### config.mk
export PLATFORM = sky130hd
export DESIGN_NAME = k051962_layer_shift
export DESIGN_NICKNAME = d
export VERILOG_FILES = /design/src/rtl/k051962_pkg.sv /design/src/rtl/k051962_delay_line.sv /design/src/rtl/k051962_layer_shift.sv
export SDC_FILE = /design/constraint.sdc
export NUM_CORES = 1
export LEC_CHECK = 0
export BUFFER_PORTS_ARGS = -buffer_cell sky130_fd_sc_hd__buf_2
export CORE_ASPECT_RATIO = 0.6
export CORE_UTILIZATION = 25
export CTS_BUF_LIST = sky130_fd_sc_hd__clkbuf_8
export CTS_CLUSTER_DIAMETER = 30
export CTS_CLUSTER_SIZE = 40
export DETAILED_ROUTE_END_ITERATION = 8
export PLACE_DENSITY = 0.51
export REMOVE_ABC_BUFFERS = 1
export SYNTH_ARGS = -nofsm -noshare
export SYNTH_HDL_FRONTEND = slang
export SYNTH_SLANG_ARGS = --single-unit
export TNS_END_PERCENT = 50
### constraint.sdc
create_clock -name CLK -period 4.13 [get_ports CLK]
set_input_delay 0.413 -clock CLK [delete_from_list [all_inputs] [get_ports CLK]]
set_output_delay 0.413 -clock CLK [all_outputs]
set_load 0.05 [all_outputs]
### src/rtl/k051962_pkg.sv
// Shared widths, the serializer pixel-word type and a nibble-order helper
// for the K051962 layer shift stage.
package k051962_pkg;

    localparam int PIX_W       = 4;
    localparam int ATTR_W      = 8;
    localparam int DELAY_DEPTH = 7;
    localparam int TILE_PIX    = 8;
    localparam int WORD_W      = PIX_W + ATTR_W;
    localparam int SR_W        = PIX_W * TILE_PIX;
    localparam int FINE_W      = 3;

    // One serialized pixel: {pixel index, colour attribute}
    typedef logic [WORD_W-1:0] pix_word_t;

    // Reverse the order of the 4-bit pixels inside a tile row so that the
    // last pixel ends up in the most significant nibble (shifted out first).
    function automatic logic [SR_W-1:0] nibble_reverse(input logic [SR_W-1:0] d);
        logic [SR_W-1:0] r;
        r = '0;
        for (int i = 0; i < TILE_PIX; i++) begin
            r[i*PIX_W +: PIX_W] = d[(TILE_PIX-1-i)*PIX_W +: PIX_W];
        end
        return r;
    endfunction

endpackage

### src/rtl/k051962_delay_line.sv
// Pixel-rate delay line D1..Dn with a tap mux. Tap 0 returns the live
// input word, tap k returns the word that entered k strobes ago.
module k051962_delay_line #(
    parameter int DELAY_DEPTH = k051962_pkg::DELAY_DEPTH,
    parameter int TAP_W       = $clog2(DELAY_DEPTH + 1)
) (
    input  logic                    clk,
    input  logic                    srst,
    input  logic                    pixel_en,
    input  k051962_pkg::pix_word_t  word,
    input  logic [TAP_W-1:0]        tap,
    output k051962_pkg::pix_word_t  tap_word
);

    // tap_src[0] is the live word, tap_src[k] is stage Dk
    k051962_pkg::pix_word_t tap_src [0:DELAY_DEPTH];

    assign tap_src[0] = word;

    genvar gi;
    generate
        for (gi = 1; gi <= DELAY_DEPTH; gi++) begin : g_stage
            k051962_pkg::pix_word_t d_reg;

            // Each stage advances by one position per pixel strobe
            always_ff @(posedge clk) begin
                if (srst) begin
                    d_reg <= '0;
                end else if (pixel_en) begin
                    d_reg <= tap_src[gi-1];
                end
            end

            assign tap_src[gi] = d_reg;
        end
    endgenerate

    // Select the requested delay; out-of-range taps fall back to the live word
    always_comb begin
        tap_word = word;
        for (int i = 1; i <= DELAY_DEPTH; i++) begin
            if (tap == TAP_W'(i)) begin
                tap_word = tap_src[i];
            end
        end
    end

endmodule

### src/rtl/k051962_layer_shift.sv
// K051962 tile-layer pixel serializer: loads a 32-bit tile row, shifts it
// out one 4-bit pixel per strobe, and delays the stream by the fine X
// scroll before registering pixel, colour and opacity.
module k051962_layer_shift
    import k051962_pkg::*;
(
    input  logic              CLK,
    input  logic              RESET,
    input  logic              PIXEL_EN,
    input  logic              LOAD,
    input  logic [SR_W-1:0]   ROM_DATA,
    input  logic [ATTR_W-1:0] ATTR,
    input  logic              FLIP_X,
    input  logic [FINE_W-1:0] FINE,
    output logic [PIX_W-1:0]  PIXEL,
    output logic [ATTR_W-1:0] COLOR,
    output logic              OPAQUE
);

    logic [SR_W-1:0]   sr_reg,     sr_next;
    logic [ATTR_W-1:0] attr_reg,   attr_next;
    logic [FINE_W-1:0] fine_reg,   fine_next;
    logic [PIX_W-1:0]  pixel_reg,  pixel_next;
    logic [ATTR_W-1:0] color_reg,  color_next;
    logic              opaque_reg, opaque_next;

    pix_word_t serial_word;
    pix_word_t tap_word;

    // Current serializer output: leading nibble of the row plus the tile attribute
    assign serial_word = {sr_reg[SR_W-1 -: PIX_W], attr_reg};

    k051962_delay_line #(
        .DELAY_DEPTH (DELAY_DEPTH),
        .TAP_W       (FINE_W)
    ) u_delay_line (
        .clk      (CLK),
        .srst     (RESET),
        .pixel_en (PIXEL_EN),
        .word     (serial_word),
        .tap      (fine_reg),
        .tap_word (tap_word)
    );

    // Serializer next state: reload at the group boundary, otherwise shift with zero fill
    always_comb begin
        sr_next   = sr_reg;
        attr_next = attr_reg;
        fine_next = fine_reg;
        if (PIXEL_EN) begin
            if (LOAD) begin
                sr_next   = FLIP_X ? nibble_reverse(ROM_DATA) : ROM_DATA;
                attr_next = ATTR;
                fine_next = FINE;
            end else begin
                sr_next = {sr_reg[SR_W-PIX_W-1:0], {PIX_W{1'b0}}};
            end
        end
    end

    // Output next state: the delayed word chosen by the fine scroll latched at the last load
    always_comb begin
        pixel_next  = pixel_reg;
        color_next  = color_reg;
        opaque_next = opaque_reg;
        if (PIXEL_EN) begin
            pixel_next  = tap_word[WORD_W-1 -: PIX_W];
            color_next  = tap_word[ATTR_W-1:0];
            opaque_next = |tap_word[WORD_W-1 -: PIX_W];
        end
    end

    // All state registers; reset discards any in-flight pixels
    always_ff @(posedge CLK) begin
        if (RESET) begin
            sr_reg     <= '0;
            attr_reg   <= '0;
            fine_reg   <= '0;
            pixel_reg  <= '0;
            color_reg  <= '0;
            opaque_reg <= 1'b0;
        end else begin
            sr_reg     <= sr_next;
            attr_reg   <= attr_next;
            fine_reg   <= fine_next;
            pixel_reg  <= pixel_next;
            color_reg  <= color_next;
            opaque_reg <= opaque_next;
        end
    end

    assign PIXEL  = pixel_reg;
    assign COLOR  = color_reg;
    assign OPAQUE = opaque_reg;

endmodule

# ---- Word level (Yosys, flattened, before mapping)
# Cells that the tools add are included.
dict set report op_classes {
  mul 0
  n_div 0
  shift 0
  magnitude_cmp 0
  mux 9
  addsub 0
  reduce_logical 2
  n_eq_ne 7
  bitwise_logic 0
}
# cell count
set ops {}
lappend ops {{12-bit two-way mux} 7}
lappend ops {{32-bit two-way mux} 2}
lappend ops {{3-bit equality test (second input constant)} 4}
lappend ops {{3-bit by 2-bit equality test with 1-bit output (second input constant)} 2}
lappend ops {{4-bit OR reduction} 1}
lappend ops {{3-bit by 1-bit equality test with 1-bit output (second input constant)} 1}
lappend ops {{2-bit AND reduction} 1}
dict set report word_totals {
  latch_bits 0
  mem_bits_rw 0
  mem_count 0
  word_cells 31
  register_bits 140
  romBits 0
  out_inout_bits 13
}

# ---- Logic depth before layout (Yosys ltp)
dict set report depth {
  ltp_word 9
  ltp_mapped 8
}

# ---- Modules after synthesis
# A second synthesis with hierarchy kept.
dict set report unflattened {
  cells_unflattened 647
  area_unflattened_um2 6951.7
}
# module cells_each seq_area_each_um2 n_inst area_per_inst_um2
set modules_own_cells {}
lappend modules_own_cells {k051962_delay_line 378 1681.6 1 3833.7}
lappend modules_own_cells {k051962_layer_shift 269 1121.1 1 3118.0}

# ---- Worst setup path after synthesis
# Ideal clock, no wire load.
dict set report synth_path {
  path_kind {register -> register}
  startpoint {reg fine_reg[0]}
  endpoint {reg opaque_reg (netlist: OPAQUE)}
  synth_period_minus_slack_ns 1.515
  n_path_buf 1
  path_stages_with_launch 6
  arrival_ns 1.384
  setup_time_ns 0.132
  required_time_ns 3.998
  setup_slack_ns 2.615
  cell_sequence {dfxtp_1 > buf_6 > mux4_2 > and2_4 > nor4_2 > a311oi_1}
}
dict set report synth_between {
  elab_chain_cells 9
}
# element line
set synth_rtl {}
lappend synth_rtl {{start: declaration} k051962_layer_shift.sv:22} ;# logic [FINE_W-1:0] fine_reg, fine_next;
lappend synth_rtl {{start signal: assignment} k051962_layer_shift.sv:85} ;# fine_reg <= fine_next;
lappend synth_rtl {{3-bit by 1-bit equality test with 1-bit output} k051962_delay_line.sv:42} ;# if (tap == TAP_W'(i)) begin
lappend synth_rtl {{12-bit two-way mux (6 in series)} k051962_delay_line.sv:42}
lappend synth_rtl {{12-bit two-way mux *} k051962_delay_line.sv:42}
lappend synth_rtl {{4-bit OR reduction *} k051962_layer_shift.sv:69} ;# opaque_next = |tap_word[WORD_W-1 -: PIX_W];
lappend synth_rtl {{end signal: assignment} k051962_layer_shift.sv:88} ;# opaque_reg <= opaque_next;
lappend synth_rtl {{end: declaration} k051962_layer_shift.sv:25} ;# logic opaque_reg, opaque_next;
# Mark *: on every way between the ends. The rest lies on a longest branch, timed or not.
# A chain may end at the register's enable or synchronous reset.

# ---- Worst setup path after layout
dict set report layout_path {
  startpoint {reg fine_reg[1]}
  endpoint {reg opaque_reg (netlist: OPAQUE)}
}
# The elaborated chain is that of the path after synthesis.

==> results.py <==
metrics = {
    "setup_path": {
        "critPathLaunchType": "flip-flop",
        "slowest_stage": "dfxtp_1",
        "cpLargestDelayFamily": "flip-flops",
        "slowest_delay_ns": 0.83,
        "endpoint_kind": "flip-flop",
        "critical_path_buf_inv_count": 0,
        "worst-setup-path-type": "reg2reg",
        "worst_ep_required_time_ns": 4.47,
        "arrival_ns": 2.64,
        "path_cells": "nand2b_1, o22ai_1, a31oi_1, nor4_2, a311oi_1",
        "critPathMaxFanout": 18,
    },
    "clock_tree": {
        "cts_sinks": 140,
        "htreeDepth": 4,
        "cts_resized": 0,
        "ctsLongestPathBuffers": 2,
        "cts_tree": "built",
        "clk_latency_ns": 0.44,
        "cts_setup_buffers": 0,
        "cts.clk_slew.worst_paths_ns": 0.09,
        "hold_buffers": 0,
        "cts_buffers": 17,
        "cts-root-buf": "clkbuf_8",
    },
    "sta": {
        "skew_ns": 0.0178,
        "period_needed_ns": 2.29,
        "min_period_over_period_pct": 55.5,
        "finalHoldViolCount": 0,
        "tns_ns": 0,
        "slew_headroom_pct": 30.2,
        "worst_slew_pin_slew_ns": 1.05,
        "final-setup-viol-count": 0,
        "rsz0062_at_grt": "false",
        "setup_slack_ns": 1.84,
        "fmax_mhz": 436,
        "drv_slew": 0,
    },
    "floorplan": {
        "die_y_um": 125,
        "core-area_um2": 24400,
        "io_pins": 61,
        "rows": 44,
        "die_area_um2": 25800,
        "die_x_um": 207,
        "start_util_pct": 25.7,
    },
    "route": {
        "drt-initial-drc-count": 405,
        "drt_wl_total_mm": 15.9,
        "ant_nets": 0,
        "drc_errors": 1,
        "dr.pass1.iters": 6,
        "wl_per_cell_um": 14.6,
        "vias": 4945,
        "via_per_inst": 4.57,
    },
    "synth": {
        "synthCells": 720,
        "ys_types": 38,
        "synthTopCellsByArea": "dfxtp_1 45%, mux2i_1 21%, nor2_1 10%",
        "ys_ff_latch": 140,
        "synth_top_area_share_pct": 44.6,
        "yosysSeqAreaShare_pct": 44.6,
        "yosys.area.top_type": "dfxtp_1",
        "synth_edf_count": 0,
        "yosys_warnings": 0,
        "synth_area_per_cell_um2": 8.73,
        "synth_ff_type": "dfxtp_1",
        "syn_area_um2": 6290,
        "async_flop_share_pct": 0,
    },
    "layout": {
        "area_delta_synth_final_pct": 14.7,
        "largest_reg_flops": 84,
        "final_common_cell": "nor2_1",
        "layout-drive-gt1-share_pct": 13.8,
        "diodes": 0,
        "layout.nets": 796,
        "fin_cells": 1083,
        "layout_common_cells": "173 x nor2_1, 140 x dfxtp_1, 129 x mux2i_1",
    },
    "global_routing": {
        "grt_use_total_pct": 12.9,
        "antenna_found_initial": 0,
        "grt_max_degree": 82,
        "first_global_vias": 4678,
        "grt_pass1_wl_mm": 26.1,
        "grt.overflow.total": 0,
    },
    "flow_run": {
        "cap_viol_max_count": 0,
    },
    "hold_path": {
        "hold_class": "in2reg",
    },
    "placed_design": {
        "gp_congestion": 0.763,
        "dp_slack_ns": 1.77,
        "hpwl_mm": 10.5,
        "place_inst": 1051,
        "io_buffers": 60,
    },
    "run_status": {
        "violations": "design-rule violations",
        "status": "finished, violations left",
    },
    "power": {
        "powerDensity_nw_per_um2": 406,
        "peakVddDrop_mv": 0.168,
        "p_leak_uw": 0.00297,
    },
}
==> cell families after synthesis <==
| logic type | Yosys count | share of synthesized area [%] |
|---|---|---|
| AOI/OAI and AO/OA | 154 | 14.8 |
| buffers and inverters | 61 | 4.36 |
| DFF | 140 | 44.6 |
| muxes | 131 | 21.3 |
| and+or+nand+nor | 234 | 15.0 |
==> Yosys cell counts, types with 2 or more instances <==
cell type and instances:
buf_1 2, o22ai_1 10, nor2b_1 4, a211oi_1 30, mux2i_1 129, a21oi_1 62
o22a_1 8, o21ai_0 18, nand3_1 4, buf_2 21, buf_4 3, o21ai_1 9
nand2b_1 4, nor2_1 173, a31oi_1 3, mux4_2 2, nand3b_1 2, nand2_1 39
o21a_1 8, dfxtp_1 140, clkbuf_1 32
==> final timing paths <==
| path | start | endpoint | slack (ns) | cells after the start |
|---|---|---|---|---|
| setup / recovery | fine_reg[1] | OPAQUE | 1.84 | 5 |
| hold / removal | ATTR[5] | attr_reg[5] | 0.19 | 3 |
| setup reg to reg | fine_reg[1] | OPAQUE | 1.84 | 5 |
| hold reg to reg | COLOR[6] | COLOR[6] | 0.46 | 2 |
==> metal layers <==
layer,vias up,wire (um),global-route usage (%)
li1,2544,-,-
met1,2328,9050,20.4
met2,67,6080,16.7
met3,6,628,3.64
met4,0,94,2.92
met5,-,0,0
==> worst reg2reg max path: stages, from the launching register on <==
cell and delay [ns]:
dfxtp_1 0.83, nand2b_1 0.56, o22ai_1 0.19, a31oi_1 0.30, nor4_2 0.06, a311oi_1 0.25
==> power by group <==
| group | switching (uW) | internal (uW) |
|---|---|---|
| Clock | 574 | 606 |
| Combinational | 204 | 124 |
| Sequential | 32.6 | 1390 |
| Total | 811 | 2120 |
==> metrics by stage <==
step | instance area (um^2) | util (%) | hold slack (ns) | power, uW
floorplan | 6020 | - | 0.443 | 1630
finish | 7210 | 29.5 | 0.195 | 2930
global route | 7210 | 29.5 | 0.165 | 3070
CTS | 7210 | 29.5 | 0.168 | 2970
global placement | 6790 | 27.8 | 0.458 | 1780
detailed placement | 6790 | 27.8 | 0.461 | 1780
==> final cells by class <==
cell class,count,area (um^2)
Inverter,2,7.51
Timing Repair Buffer,68,365
Tap cell,322,403
Clock buffer,17,234
Clock inverter,15,188
Fill cell,2656,17200
Sequential cell,140,2800
Multi-Input combinational cell,519,3210
(Power assumes the default switching activity.)
